===== config.mk =====
export PLATFORM = sky130hd
export DESIGN_NAME = adc_capture_ring
export DESIGN_NICKNAME = d
export VERILOG_FILES = /design/src/rtl/adc_capture_ring.sv
export SDC_FILE = /design/constraint.sdc
export NUM_CORES = 1
export LEC_CHECK = 0
export ABC_AREA = 1
export ABC_CLOCK_PERIOD_IN_PS = 3600
export BUFFER_PORTS_ARGS = -buffer_cell sky130_fd_sc_hd__buf_2
export CAP_MARGIN = 40
export CORE_ASPECT_RATIO = 0.9
export CORE_MARGIN = 3
export CORE_UTILIZATION = 25
export DETAILED_ROUTE_END_ITERATION = 16
export PLACE_DENSITY = 0.49
export REMOVE_ABC_BUFFERS = 1
export SETUP_SLACK_MARGIN = 0.2
export SYNTH_ARGS = -nofsm -noshare
export SYNTH_HDL_FRONTEND = slang
export SYNTH_SLANG_ARGS = --single-unit

===== constraint.sdc =====
create_clock -name clk -period 3.6 [get_ports clk]
set_clock_uncertainty 0.2 [all_clocks]
set_input_delay 0.18 -clock clk [delete_from_list [all_inputs] [get_ports clk]]
set_output_delay 0.18 -clock clk [all_outputs]
set_load 0.005 [all_outputs]

===== src/rtl/adc_capture_ring.sv =====
// -----------------------------------------------------------------------------
// adc_capture_ring
//
// Capture engine for the ADC clock domain. It sits after the IDDR/deserialiser
// stage and writes every valid sample word into a circular BRAM region. The
// captured window holds up to pre_len words of history before the trigger,
// followed by post_len words that start with the trigger word. When a capture
// finishes, o_start_addr gives the ring address of the oldest word in the
// window. Software uses it to unwrap the ring.
//
// BRAM word layout: {zero pad, overrange[NUM_CH-1:0], samples[NUM_CH*SAMPLE_W-1:0]}
// Channel 0 sits in the LSBs.
//
// Parameters
//   NUM_CH    channels per sample word
//   SAMPLE_W  bits per channel sample
//   ADDR_W    ring address width (depth = 2**ADDR_W words)
//   BRAM_DW   BRAM data width, must be >= NUM_CH*(SAMPLE_W+1)
//
// Ports
//   clk, rst_n     sample clock (rising edge), async active-low reset
//   i_arm          one-cycle pulse that starts a capture (IDLE/DONE only)
//   i_abort        return to IDLE on the next cycle; wins over arm and trigger
//   i_trig         synchronised trigger level; its rising edge is used
//   i_pre_len      pre-trigger words to keep
//   i_post_len     post-trigger words, including the trigger word
//   i_din_valid    i_din / i_or carry a sample this cycle
//   i_din, i_or    packed samples and per-channel overrange flags
//   o_bram_addr/o_bram_data/o_bram_we   registered BRAM write port
//   o_busy         high in PRE_FILL, ARMED and POST
//   o_done         high in DONE (held until the next arm or abort)
//   o_cfg_err      sticky: the last arm was rejected for bad lengths
//   o_start_addr   ring address of the oldest word in the captured window
//   o_or_seen      sticky: a written word carried an overrange flag
//
// Optional feature (define CAP_TEST_PATTERN_EN)
//   Adds input i_test_mode. While it is high, every channel field carries the
//   same SAMPLE_W-bit ramp and the overrange field is zero. The ramp restarts
//   at 0 on each accepted arm and advances once per accepted sample.
// -----------------------------------------------------------------------------
`timescale 1ns/1ps

module adc_capture_ring #(
  parameter int NUM_CH   = 1,
  parameter int SAMPLE_W = 12,
  parameter int ADDR_W   = 12,
  parameter int BRAM_DW  = 32
) (
  input  logic                         clk,
  input  logic                         rst_n,
  input  logic                         i_arm,
  input  logic                         i_abort,
  input  logic                         i_trig,
  input  logic [ADDR_W-1:0]            i_pre_len,
  input  logic [ADDR_W-1:0]            i_post_len,
  input  logic                         i_din_valid,
  input  logic [NUM_CH*SAMPLE_W-1:0]   i_din,
  input  logic [NUM_CH-1:0]            i_or,
`ifdef CAP_TEST_PATTERN_EN
  input  logic                         i_test_mode,
`endif
  output logic [ADDR_W-1:0]            o_bram_addr,
  output logic [BRAM_DW-1:0]           o_bram_data,
  output logic                         o_bram_we,
  output logic                         o_busy,
  output logic                         o_done,
  output logic                         o_cfg_err,
  output logic [ADDR_W-1:0]            o_start_addr,
  output logic                         o_or_seen
);

  localparam int DIN_W     = NUM_CH * SAMPLE_W;
  localparam int PAYLOAD_W = NUM_CH * (SAMPLE_W + 1);
  // Counters and length sums use one extra bit so that a full ring
  // (2**ADDR_W words) can be represented without wrapping.
  localparam int CNT_W     = ADDR_W + 1;
  localparam logic [CNT_W-1:0] RING_DEPTH = {1'b1, {ADDR_W{1'b0}}};

  typedef enum logic [2:0] {
    S_IDLE,
    S_PRE_FILL,
    S_ARMED,
    S_POST,
    S_DONE
  } state_t;

  state_t               state, state_nxt;
  logic [ADDR_W-1:0]    wp;
  logic                 trig_q;
  logic [CNT_W-1:0]     cnt, cnt_nxt;
  logic [ADDR_W-1:0]    pre_len_q, post_len_q;
  logic [ADDR_W-1:0]    start_nxt;
  logic                 cfg_err_nxt;
  logic                 arm_take;

  logic                 trig_edge;
  logic                 capturing;
  logic                 accept;
  logic [CNT_W-1:0]     len_sum;
  logic                 len_bad;
  logic [CNT_W-1:0]     cnt_inc;
  logic [CNT_W-1:0]     pre_ext, post_ext;

  logic [DIN_W-1:0]     din_sel;
  logic [NUM_CH-1:0]    or_sel;
  logic [BRAM_DW-1:0]   data_word;

  // ---------------------------------------------------------------------------
  // Shared decode
  // ---------------------------------------------------------------------------
  assign trig_edge = i_trig & ~trig_q;
  assign capturing = (state == S_PRE_FILL) || (state == S_ARMED) || (state == S_POST);
  assign accept    = capturing & i_din_valid;

  // The length check is done at ADDR_W+1 bits. This lets pre+post == depth pass
  // and stops a sum that wraps past the ring from looking small.
  assign len_sum   = {1'b0, i_pre_len} + {1'b0, i_post_len};
  assign len_bad   = (i_post_len == '0) || (len_sum > RING_DEPTH);

  assign cnt_inc   = cnt + CNT_W'(1);
  assign pre_ext   = {1'b0, pre_len_q};
  assign post_ext  = {1'b0, post_len_q};

  assign o_busy    = capturing;
  assign o_done    = (state == S_DONE);

  // ---------------------------------------------------------------------------
  // Control FSM: next state and next values of the control registers
  // ---------------------------------------------------------------------------
  always_comb begin
    // NOTE: every signal gets a default first. A path that forgets to assign it
    // then keeps its old value and no latch is inferred.
    state_nxt   = state;
    cnt_nxt     = cnt;
    start_nxt   = o_start_addr;
    cfg_err_nxt = o_cfg_err;
    arm_take    = 1'b0;

    if (i_abort) begin
      state_nxt = S_IDLE;
    end else begin
      unique case (state)
        S_IDLE, S_DONE: begin
          if (i_arm) begin
            if (len_bad) begin
              cfg_err_nxt = 1'b1;
            end else begin
              cfg_err_nxt = 1'b0;
              arm_take    = 1'b1;
              cnt_nxt     = '0;
              state_nxt   = (i_pre_len == '0) ? S_ARMED : S_PRE_FILL;
            end
          end
        end

        // Edges are ignored here on purpose, including one that lands in the
        // same cycle as the last history sample.
        S_PRE_FILL: begin
          if (accept) begin
            cnt_nxt = cnt_inc;
            if (cnt_inc == pre_ext) begin
              state_nxt = S_ARMED;
            end
          end
        end

        // The trigger word is written at the current wp. This holds whether it
        // is accepted in this cycle or is the next valid sample, because wp
        // only moves on an accepted sample. So the window start is known now.
        S_ARMED: begin
          if (trig_edge) begin
            start_nxt = wp - pre_len_q;
            if (accept) begin
              cnt_nxt   = CNT_W'(1);
              state_nxt = (post_ext == CNT_W'(1)) ? S_DONE : S_POST;
            end else begin
              cnt_nxt   = '0;
              state_nxt = S_POST;
            end
          end
        end

        S_POST: begin
          if (accept) begin
            cnt_nxt = cnt_inc;
            if (cnt_inc == post_ext) begin
              state_nxt = S_DONE;
            end
          end
        end

        default: state_nxt = S_IDLE;
      endcase
    end
  end

  // ---------------------------------------------------------------------------
  // Control registers
  // ---------------------------------------------------------------------------
  always_ff @(posedge clk or negedge rst_n) begin
    // NOTE: state registers use non-blocking assignments. Every flop then
    // samples values from before the edge, whatever order the statements are in.
    if (!rst_n) begin
      state        <= S_IDLE;
      wp           <= '0;
      trig_q       <= 1'b0;
      cnt          <= '0;
      pre_len_q    <= '0;
      post_len_q   <= '0;
      o_start_addr <= '0;
      o_cfg_err    <= 1'b0;
      o_or_seen    <= 1'b0;
    end else begin
      state        <= state_nxt;
      cnt          <= cnt_nxt;
      o_start_addr <= start_nxt;
      o_cfg_err    <= cfg_err_nxt;
      trig_q       <= i_trig;

      if (arm_take) begin
        pre_len_q  <= i_pre_len;
        post_len_q <= i_post_len;
      end

      // wp is free-running across captures. It wraps naturally at 2**ADDR_W.
      if (accept) begin
        wp <= wp + ADDR_W'(1);
      end

      // An arm only happens in IDLE/DONE, where nothing is accepted, so the
      // clear and the set can never collide.
      if (arm_take) begin
        o_or_seen <= 1'b0;
      end else if (accept && (or_sel != '0)) begin
        o_or_seen <= 1'b1;
      end
    end
  end

  // ---------------------------------------------------------------------------
  // Data source selection (live samples or test ramp)
  // ---------------------------------------------------------------------------
`ifdef CAP_TEST_PATTERN_EN
  logic [SAMPLE_W-1:0] ramp;

  always_ff @(posedge clk or negedge rst_n) begin
    if (!rst_n) begin
      ramp <= '0;
    end else if (arm_take) begin
      ramp <= '0;
    end else if (accept) begin
      ramp <= ramp + SAMPLE_W'(1);
    end
  end

  always_comb begin
    din_sel = i_din;
    or_sel  = i_or;
    if (i_test_mode) begin
      din_sel = {NUM_CH{ramp}};
      or_sel  = '0;
    end
  end
`else
  always_comb begin
    din_sel = i_din;
    or_sel  = i_or;
  end
`endif

  // Unused upper bits are zero. This also works when the payload exactly
  // fills BRAM_DW.
  always_comb begin
    data_word                  = '0;
    data_word[PAYLOAD_W-1:0]   = {or_sel, din_sel};
  end

  // ---------------------------------------------------------------------------
  // Registered BRAM write port (one cycle after acceptance)
  // ---------------------------------------------------------------------------
  always_ff @(posedge clk or negedge rst_n) begin
    if (!rst_n) begin
      o_bram_we   <= 1'b0;
      o_bram_addr <= '0;
      o_bram_data <= '0;
    end else begin
      o_bram_we <= accept;
      if (accept) begin
        o_bram_addr <= wp;
        o_bram_data <= data_word;
      end
    end
  end

endmodule


==> Yosys cells after proc, flatten, opt, wreduce, memory -nomap -nowiden <==
Index checks and enable logic that the tools add are counted.
{ "totals": {"regBits": 93, "inputBits": 43, "out_inout_bits": 61, "word_cells": 79} }
{ "classes": {"addsub": 4, "order_cmp": 1, "n_eq_ne": 18, "mux": 25, "bitwise_logic": 4, "reduce_logical": 15} }
{ "op_table": {"columns": ["op", "count"], "rows": [
  ["two-way mux 13 bit", 4],
  ["one-hot mux 13 bit (3 select lines)", 1],
  ["two-way mux 3 bit", 10],
  ["equality test 13 x 12 -> 1 bit", 2],
  ["zero test 12 bit", 2],
  ["!= test 3 bit, second input constant", 5],
  ["adder 12 x 12 -> 13 bit", 1],
  ["adder 13 x 1 -> 13 bit, second input constant", 1],
  ["greater-than comparator 13 bit, second input constant", 1],
  ["adder 12 x 1 -> 12 bit, second input constant", 1],
  ["equality test 12 x 1 -> 1 bit, second input constant", 1],
  ["one-hot mux 3 bit (4 select lines)", 1],
  ["subtractor 12 bit", 1],
  ["two-way mux 1 bit", 8],
  ["AND reduction 7 bit", 1],
  ["equality test 3 x 2 -> 1 bit, second input constant", 2],
  ["!= test 2 bit, second input constant", 3],
  ["!= test 3 x 2 -> 1 bit, second input constant", 2],
  ["AND reduction 3 bit", 2],
  ["AND reduction 6 bit", 1],
  ["OR reduction 2 bit", 2],
  ["equality test 3 x 1 -> 1 bit, second input constant", 1],
  ["equality test 3 bit, second input constant", 1],
  ["zero test 3 bit", 1],
  ["8 further kinds", 12]
]} }

==> Depth between registers and ports, before layout <==
Gate-level depths: netlist of run 1.
{ "depth": {"depth_word": 8, "mapped_depth": 18, "ltp_nobuf": 17} }

==> Least setup slack after synthesis of run 1 <==
Ideal clock, no wire load.
{ "synth_path": {"path_type": "input -> register", "from": "input i_pre_len[0]", "to": "register cnt[6]", "setup_ns": 0.118, "arrival_ns": 2.124, "t_required_ns": 3.282, "path_slack_ns": 1.158, "cell_stages": 16, "n_path_buf": 1, "cell_sequence": "ha_1 fa_1 or2_2 nor2_1 nand3_1 nor2_1 nand2_1 nor2_1 nand3_1 nand2_2 nand2_2 nand2_4 nand2_4 buf_6 nand2_1 o21ai_2"} }
{ "synth_between": {"elab_chain_cells": 5} }
{ "synth_lines": {"columns": ["element", "line_no", "source"], "rows": [
  ["start, declared", "54", "input logic [ADDR_W-1:0] i_pre_len,"],
  ["adder 12 x 12 -> 13 bit", "117", "assign len_sum = {1'b0, i_pre_len} + {1'b0, i_post_len};"],
  ["greater-than comparator 13 bit", "118", "assign len_bad = (i_post_len == '0) || (len_sum > RING_DEPTH);"],
  ["logical OR 1 bit", "118", null],
  ["!= test 2 bit (no line)", null, null],
  ["AND reduction 6 bit (no line)", null, null],
  ["end signal, assigned", "215", "cnt <= cnt_nxt;"],
  ["end, declared", "90", "logic [CNT_W-1:0] cnt, cnt_nxt;"]
]} }
No other way between the ends.
A chain may end at the register's enable or synchronous reset.

==> Final worst setup path of run 1 <==
{ "layout_path": {"from": "input i_post_len[0]", "to": "register post_len_q[1]"} }
{ "layout_between": {"elab_chain_cells": 7, "word_cells_on_any_way": 8, "classes_between": "1 x add/sub; 1 x order compare; 4 x mux; 2 x reduce/logical"} }
{ "layout_lines": {"columns": ["element", "line_no", "source"], "rows": [
  ["start, declared", "55", "input logic [ADDR_W-1:0] i_post_len,"],
  ["adder 12 x 12 -> 13 bit", "117", null],
  ["greater-than comparator 13 bit", "118", null],
  ["logical OR 1 bit (*)", "118", null],
  ["two-way mux 1 bit (*)", "145", "if (len_bad) begin"],
  ["two-way mux 1 bit (*)", "144", "if (i_arm) begin"],
  ["two-way mux 1 bit (*)", "142", "unique case (state)"],
  ["two-way mux 1 bit (*)", "139", "if (i_abort) begin"],
  ["end signal, assigned", "222", "post_len_q <= i_post_len;"],
  ["end, declared", "91", "logic [ADDR_W-1:0] pre_len_q, post_len_q;"]
]} }
Every way passes the cells marked *; elsewhere a longest branch is shown, timed or not.

==> impl_metrics.ini, run 1 <==
[run_status]
status = finished, final reports clean

[power_and_ir_drop]
irDropWorstVdd_mv = 0.2597
finalPower_mw = 4.610
powerDensity_mw_per_mm2 = 629.1
p_leak_nw = 3.818

[worst_setup_path]
critPathSlowestCell = dlygate4sd3_1
crit_path_max_fanout = 32
startpoint_type = primary input
crit_buf_inv = 3
critPathTopFamily = simple AND/OR/NAND/NOR gates
critPathMaxStageDelay_ps = 540
endpoint_kind = flop
worst-setup-path-type = primary input to flop
arrival_ps = 3110
crit_top_cell = nor2_1
cp.required_ps = 3610
crit_chain = dlygate4sd3_1, buf_2, ha_1, fa_1, or2_2, nor2_1, nand3_1, nor2_1, nand2_1, nor2_1, nand3_1, nand2_2, nand3_4, inv_4, o21ai_0

[drt]
routed-via-count = 5370
via_per_inst = 4.320
firstDrtPassIters = 5
ant_nets = 0
routed_wl_um = 16460
wl_per_cell_um = 13.24
drt_iter0_markers = 357
drcViolationCount = 0

[cts]
clkSlewWorstSetupHoldPaths_ps = 70
cts-htree-levels = 3
clkSinkCount = 93
clk_latency_ps = 350
post_cts_buffers = 0
cts_inserted_buffers = 9
cts_hold_repair.buffers = 40
cts_resized = 0
cts_tree = built
cts_root_buf = clkbuf_16
cts.path.max_buffers = 2

[place]
dp_cells = 1188
io_buffers = 84
place_congestion = 0.8373
dpl-instance-area_mm2 = 0.006628
place_hpwl_um = 12860
place_ws_ps = 693.2

[sta]
setup_ws_ps = 503.9
slew_violations = 0
fin_crit_ps = 3096
setup_viol = 0
fin_crit_sh = 0.8600
relSlewSlack = 0.5647
hold_viol = 0
worst_slew_pin_slew_ps = 647.9
rsz0062_at_grt = no
max_freq_ghz = 0.3230

[yosys]
seq_area_frac_synth = 0.3903
synthCells = 818
synth_cell_types = 40
ys_warn_count = 0
synth_area_mm2 = 0.005962
syn_area_per_cell_um2 = 7.288
synth_seq_cells = 93

[final_layout]
drive_gt1_frac = 0.1480
fin_area_mm2 = 0.007328
diodes = 0
nFillCells = 2470
area_delta_synth_final_pct = 22.92
fin_cells = 1243
nets = 1012

[floorplan]
die_area_mm2 = 0.02574
rows = 52
initial_utilization = 0.2596
fp.dieH_um = 152.5
fp.dieW_um = 168.8
core_area_mm2 = 0.02297
ioPinCount = 104

[hold_path]
holdCritPathClass = primary input to flop

[global_route]
grt_pass1_wl_um = 27170
grtUsageTotal = 0.1304
grt_max_degree = 40
grt-ovfl-total = 0
antenna_found_initial = 0
first_global_vias = 5162

[job]
cap_violations = 0
synthesized netlist by cell type (all sizes together):
cell type,number,share of area
a21o,1,0.0013
a21oi,19,0.017
nand3,58,0.052
xnor2,6,0.0088
o21bai,4,0.0050
o211ai,1,0.0013
o21ai,63,0.061
o2111ai,1,0.0015
buf,28,0.036
dfrtp,93,0.39
fa,2,0.0067
nor3,6,0.0059
nand2,290,0.19
nand3b,3,0.0038
clkbuf,6,0.0038
a31oi,2,0.0021
nand4,18,0.019
a22oi,1,0.0013
ha,25,0.052
inv,108,0.068
nor4,7,0.0073
xor2,19,0.028
conb,1,0.00063
or2,4,0.0042
nor2,52,0.036
through the flow:
stage          hold WS (ps)    util  TNS [ps]
2_1_floorplan        -315.6       -     -4248
3_3_place_gp          2.338  0.2886         0
3_5_place_dp         -7.065  0.2886         0
4_1_cts               37.51  0.3191         0
5_1_grt               80.08  0.3191         0
6_report              39.08  0.3191         0
flip-flops by register name, summed over array words and instances (netlist names):
signal        flops
o_or_seen         1
o_bram_addr      12
o_cfg_err         1
trig_q            1
o_start_addr     12
o_bram_data      13
wp               12
post_len_q       12
o_bram_we         1
state             3
cnt              13
pre_len_q        12
layer usage:
| layer | routed length [um] | track usage | vias up |
|---|---|---|---|
| met5 | 0 | 0 | - |
| met4 | 136 | 0.02727 | 0 |
| met3 | 631 | 0.02516 | 7 |
| met2 | 7450 | 0.2083 | 104 |
| met1 | 8240 | 0.1838 | 2437 |
| li1 | - | - | 2822 |
final cells by class:
| class | count | area (um^2) | share of cell area |
|---|---|---|---|
| multi-input cells | 601 | 3060 | 0.4176 |
| flip-flops and latches | 93 | 2327 | 0.3176 |
| repair buffers | 129 | 860.8 | 0.1175 |
| inverters | 108 | 407.9 | 0.05566 |
| well taps | 297 | 371.6 | 0.05071 |
| clock buffers | 10 | 239.0 | 0.03261 |
| clock inverters | 5 | 61.31 | 0.008366 |
power by group:
group | total (mW) | switching (mW) | internal [mW]
registers | 1.67 | 0.264 | 1.41
logic | 1.97 | 1.19 | 0.781
clock network | 0.969 | 0.414 | 0.555
cells by family after synthesis:
| group | count (synthesis) | synth area share |
|---|---|---|
| buffers and inverters | 142 | 0.1085 |
| adder cells (fa/ha/maj) | 27 | 0.05918 |
| AO/OA/AOI/OAI | 92 | 0.09003 |
| other | 1 | 0.0006290 |
| AND/OR/NAND/NOR | 438 | 0.3146 |
| XOR/XNOR | 25 | 0.03673 |
| flip-flops | 93 | 0.3903 |
layout by cell type, fill, tap and decap left out, types with 2 or more instances in the layout:
| cell | Yosys | routed |
|---|---|---|
| nor2_1 | 47 | 47 |
| nand4_1 | 18 | 18 |
| buf_2 | 2 | 83 |
| conb_1 | 1 | 19 |
| a31oi_1 | 2 | 2 |
| nand2_1 | 283 | 283 |
| nor3_1 | 5 | 4 |
| o21ai_0 | 34 | 34 |
| ha_1 | 25 | 25 |
| nor2_2 | 4 | 4 |
| a21oi_1 | 18 | 18 |
| o21bai_1 | 4 | 4 |
| fa_1 | 2 | 2 |
| or2_2 | 4 | 4 |
| nand2_4 | 2 | 2 |
| nor4_1 | 7 | 7 |
| nand3b_1 | 3 | 3 |
| dfrtp_1 | 93 | 93 |
| inv_1 | 106 | 106 |
| xnor2_1 | 6 | 6 |
| nand2_2 | 5 | 5 |
| o21ai_1 | 16 | 16 |
| xor2_1 | 19 | 19 |
| nor3_2 | 1 | 2 |
| nand3_1 | 56 | 56 |
| dlygate4sd3_1 | 0 | 40 |
| clkinvlp_4 | 0 | 3 |
| o21ai_2 | 13 | 13 |
| clkbuf_16 | 0 | 9 |
| buf_4 | 19 | 6 |
worst reg2reg max path, stage by stage, from the launching register on:
cell and delay, ps:
dfrtp_1 470, ha_1 220, nand2_2 120, nor2_2 240, nand3_1 120, nand2_1 110
nand2_1 90, nand2_1 70, nand3_1 60, nor2_1 180, nand3_1 120, nand2_1 70
nand2_1 60, inv_2 80, nand2_2 70, nand3_1 70, nand2_1 50
worst paths after layout:
kind                                                  from                      endpoint  slack, ps  cells past startpoint
max in group asynchronous                            rst_n     post_len_q[7]$_DFFE_PN0P_       2260                      3
worst max register to register          cnt[0]$_DFFE_PN0P_          state[2]$_DFFE_PN0P_       1120                     16
worst max-delay path                         i_post_len[0]     post_len_q[1]$_DFFE_PN0P_        500                     15
min in group asynchronous                            rst_n    o_bram_data[7]$_DFFE_PN0P_        150                      2
worst min register to register  o_bram_addr[9]$_DFFE_PN0P_    o_bram_addr[9]$_DFFE_PN0P_        270                      2
worst min-delay path                               i_abort  o_start_addr[10]$_DFFE_PN0P_         40                      4
(Power assumes the default switching activity.)
==> run 2, diff against run 1 <==
Settings changed: PLACE_DENSITY 0.49 to not set, RECOVER_POWER set to 50.
==> impl_metrics.ini, run 2 (synthesis results as in run 1) <==
[global_route]
first_global_vias = 5169
grt_pass1_wl_um = 26710
antenna_found_initial = 0
grt_max_degree = 45
grt-ovfl-total = 0
grtUsageTotal = 0.1262

[final_layout]
nFillCells = 2465
top_regs = cnt: 13 flops, o_bram_data: 13 flops
drive_gt1_frac = 0.1130
nets = 1012
area_delta_synth_final_pct = 22.12
diodes = 0
layout_common_cells = nand2_1, inv_1, dfrtp_1
fin_cells = 1244
layout_commonest_cell = nand2_1

[sta]
finalSetupTns_ps = 0
setup_viol = 0
slew_violations = 30
hold_viol = 0
max_freq_ghz = 0.3265
worst_slew_pin_slew_ps = 1626
fin_crit_sh = 0.8508
fin_hold_ws_ps = 18.44
relSlewSlack = -0.08368
fin_crit_ps = 3063
rsz0062_at_grt = no

[floorplan]
rows = 52
ioPinCount = 104
fp.dieH_um = 152.5
initial_utilization = 0.2596
die_area_mm2 = 0.02574
core_area_mm2 = 0.02297
fp.dieW_um = 168.8

[worst_setup_path]
worst-setup-path-type = primary input to flop
arrival_ps = 3090
endpoint_kind = flop
startpoint_type = primary input
cp.required_ps = 3620
crit_path_max_fanout = 32

[place]
io_buffers = 84
place_hpwl_um = 12510
dp_cells = 1188
place_congestion = 0.8553

[drt]
ant_nets = 0
routed_wl_um = 16150
wl_per_cell_um = 12.98
firstDrtPassIters = 5
drcViolationCount = 0
via_per_inst = 4.342
drt_iter0_markers = 426
routed-via-count = 5401

[cts]
cts_root_buf = clkbuf_16
cts-htree-levels = 3
clk_latency_ps = 360
cts_inserted_buffers = 9
clkSlewWorstSetupHoldPaths_ps = 70
cts.path.max_buffers = 2
clkSinkCount = 93
cts_resized = 0
cts_tree = built

[hold_path]
holdCritPathClass = primary input to flop

[power_and_ir_drop]
powerDensity_mw_per_mm2 = 631.1
irDropWorstVdd_mv = 0.2524
p_leak_nw = 3.711

[run_status]
violations = max-capacitance violations, max-slew violations
status = finished, violations left

[job]
cap_violations = 1
run 2: cell types whose count changed in the layout (fill, tap and decap cells not counted), sizes merged:
| cell | previous run | this run |
|---|---|---|
| buf | 89 | 54 |
| clkinvlp | 3 | 0 |
| clkbuf | 10 | 44 |
| clkinv | 1 | 4 |
| inv | 108 | 111 |
| bufinv | 1 | 0 |
run 2: worst paths after layout:
path,start,end,slack [ps],cells past startpoint
setup / recovery,i_post_len[0],pre_len_q[11]$_DFFE_PN0P_,540,15
hold / removal,i_abort,state[2]$_DFFE_PN0P_,20,4
setup reg to reg,cnt[0]$_DFFE_PN0P_,state[1]$_DFFE_PN0P_,1080,16
hold reg to reg,o_bram_addr[9]$_DFFE_PN0P_,o_bram_addr[9]$_DFFE_PN0P_,270,2
max in group asynchronous,rst_n,cnt[11]$_DFFE_PN0P_,720,3
min in group asynchronous,rst_n,o_bram_data[2]$_DFFE_PN0P_,380,2
run 2: routing by layer:
layer  wire, um  global-route usage
met2       7456              0.2028
met4        395             0.04285
met5          0                   0
met1       7732              0.1727
met3        560             0.02049
run 2: critical path, cell delays in order:
cell	delay [ps]
dlygate4sd3_1	530
buf_2	140
ha_1	230
fa_1	430
or2_2	280
nor2_1	110
nand3_1	80
nor2_1	90
nand2_1	60
nor2_1	120
nand3_1	100
nand2_2	110
nand3_4	190
inv_4	300
o21ai_0	130
run 2: repair_timing:
| action | in CTS | in global routing |
|---|---|---|
| hold buffers | 40 | 0 |
| setup buffers | 0 | 0 |
| hold endpoints to repair | 133 | 0 |
run 2: through the flow:
stage	area [um^2]	worst slack (ps)	power, mW	utilization
3_5_place_dp	6648	705.1	3.663	0.2894
3_3_place_gp	6620	788.8	3.625	0.2882
4_1_cts	7351	531.1	4.684	0.3201
6_report	7281	536.9	4.595	0.3170
5_1_grt	7281	187.7	5.001	0.3170
2_1_floorplan	5791	-326.8	2.936	-
run 2: layout make-up:
type,instances,area (um^2),share of cell area
well taps,297,371.6,0.05104
multi-input cells,601,3060,0.4203
repair buffers,129,810.8,0.1114
flip-flops and latches,93,2327,0.3196
clock inverters,7,77.57,0.01065
clock buffers,9,225.2,0.03093
inverters,108,407.9,0.05602
run 2: where the power goes:
part           internal (mW)  switching [mW]  leakage (nW)  total [mW]
logic                  0.741            1.20          2.38        1.94
registers               1.41           0.279          1.18        1.69
clock network          0.493           0.475         0.149       0.968
total                   2.64            1.95          3.71        4.59
==> run 3, diff against run 2 <==
Settings changed: ABC_CLOCK_PERIOD_IN_PS 3600 to 2800.
Clock period 3.6 ns to 2.8 ns, I/O delays scaled along.
==> impl_metrics.ini, run 3 (synthesis results as in run 1) <==
[run_status]
status = finished, final reports clean

[worst_setup_path]
r2r_cells = 17
arrival_ps = 2510
startpoint = i_post_len[10]
startpoint_type = primary input
critical_path.reg2reg.endpoint = state[0]$_DFFE_PN0P_
cp.required_ps = 2840
crit_path_max_fanout = 26
worst-setup-path-type = primary input to flop
r2r_slack_ps = 420
endpoint_kind = flop
crit_end = cnt[10]$_DFFE_PN0P_
r2r_start = cnt[1]$_DFFE_PN0P_

[drt]
wl_met3_um = 512
wl_per_cell_um = 13.29
ant_nets = 0
firstDrtPassIters = 6
wl_met2_um = 7743
via_per_inst = 4.387
drt_iter0_markers = 398
top_layer_used = met4
wl_met1_um = 8077
routed_wl_um = 16580
routed-via-count = 5470
drcViolationCount = 0

[floorplan]
rows = 52
fp.dieH_um = 152.5
initial_utilization = 0.2596
die_area_mm2 = 0.02574
fp.dieW_um = 168.8
ioPinCount = 104
core_area_mm2 = 0.02297

[global_route]
antenna_found_initial = 0
grt_max_degree = 51
grt_pass1_wl_um = 26850
first_global_vias = 5238
grtUsageTotal = 0.1278
grt-ovfl-total = 0

[sta]
rsz0062_at_grt = yes
hold_viol = 0
relSlewSlack = 0.1587
slew_violations = 0
setup_viol = 0
max_freq_ghz = 0.4047
setup_ws_ps = 329.3
worst_slew_pin_slew_ps = 1262
fin_crit_ps = 2471
fin_hold_ws_ps = 24.81
fin_crit_sh = 0.8824

[power_and_ir_drop]
power_frac_clock = 0.206
pwr-share-comb = 0.431
irDropWorstVdd_mv = 0.3272
powerDensity_mw_per_mm2 = 810.2
p_switching_mw = 2.465
internal-power_mw = 3.476
p_leak_nw = 3.730
p_sw_frac = 0.4150
seqPwrFrac = 0.363
finalPower_mw = 5.941

[job]
cap_violations = 0

[place]
place_congestion = 0.9056
io_buffers = 84
place_ws_ps = 23.60
place_hpwl_um = 12660

[final_layout]
nets = 1017
layout_common_cells = nand2_1, inv_1, dfrtp_1
fin_util = 0.3193
drive_gt1_frac = 0.1200
nFillCells = 2474
layout_commonest_cell = nand2_1
diodes = 0
top_regs = cnt: 13 flops, o_bram_data: 13 flops
area_delta_synth_final_pct = 23.00

[hold_path]
holdCritPathClass = primary input to flop
min_delay_path_depth = 4

[cts]
cts.path.max_buffers = 2
cts_root_buf = clkbuf_16
cts_tree = built
clkSlewWorstSetupHoldPaths_ps = 70
clk_latency_ps = 350
clkSinkCount = 93
cts_inserted_buffers = 9
cts-htree-levels = 3
run 3: per-stage QoR:
| stage | cells | cell area, um^2 | TNS, ps |
|---|---|---|---|
| after floorplan | 802 | 5791 | -30460 |
| after global placement | 1192 | 6670 | 0 |
| after detailed placement | 1192 | 6670 | 0 |
| after CTS | 1246 | 7356 | 0 |
| after global routing | 1247 | 7333 | 0 |
| final | 1247 | 7333 | 0 |
run 3: what timing repair did:
item,4_1_cts,5_1_grt
hold buffers,40,0
endpoints found under the hold margin,88,0
gates resized for setup,0,8
setup buffers,0,1
setup endpoints to repair,0,40
run 3: final cells by class:
class                      instances  area, um^2  share of cell area
clock buffer                       9       225.2             0.03071
clock inverter                     5       60.06            0.008190
inverter                         108       412.9             0.05630
multi-input combinational        601        3079              0.4199
sequential                        93        2327              0.3174
tap                              297       371.6             0.05067
timing repair buffer             134       857.1              0.1169
run 3: worst max-delay path: stages:
cell	delay (ps)
dlygate4sd3_1	540
buf_2	160
ha_2	380
nand2_1	80
nor2_1	140
nand3_1	110
nand4_1	80
nand2_1	50
nor2_1	90
nand3_1	90
nand2_2	110
nand2_2	80
nand2_4	120
nand2_8	150
nand2_1	130
o21ai_2	50
run 3: layer usage:
layer,up-vias,track usage
met5,-,0
met2,111,0.2093
met3,18,0.01868
met4,0,0.04012
met1,2507,0.1740
li1,2834,-
run 3: worst min path at each step:
stage	startpoint	slack, ps	endpoint
2_1_floorplan	rst_n	-360	cnt[0]$_DFFE_PN0P_
3_5_place_dp	rst_n	20	o_bram_data[2]$_DFFE_PN0P_
3_3_place_gp	rst_n	20	o_bram_data[2]$_DFFE_PN0P_
4_1_cts	i_abort	9	state[2]$_DFFE_PN0P_
6_report	i_abort	20	state[2]$_DFFE_PN0P_
5_1_grt	i_abort	50	o_cfg_err$_DFFE_PN0P_
run 3: power by group through the flow:
stage,clock (mW),sequential (mW),combinational (mW)
3_5_place_dp,0,2.17,2.57
2_1_floorplan,0,2.12,1.65
4_1_cts,1.26,2.15,2.62
6_report,1.23,2.16,2.56
3_3_place_gp,0,2.16,2.52
5_1_grt,1.31,2.22,2.92
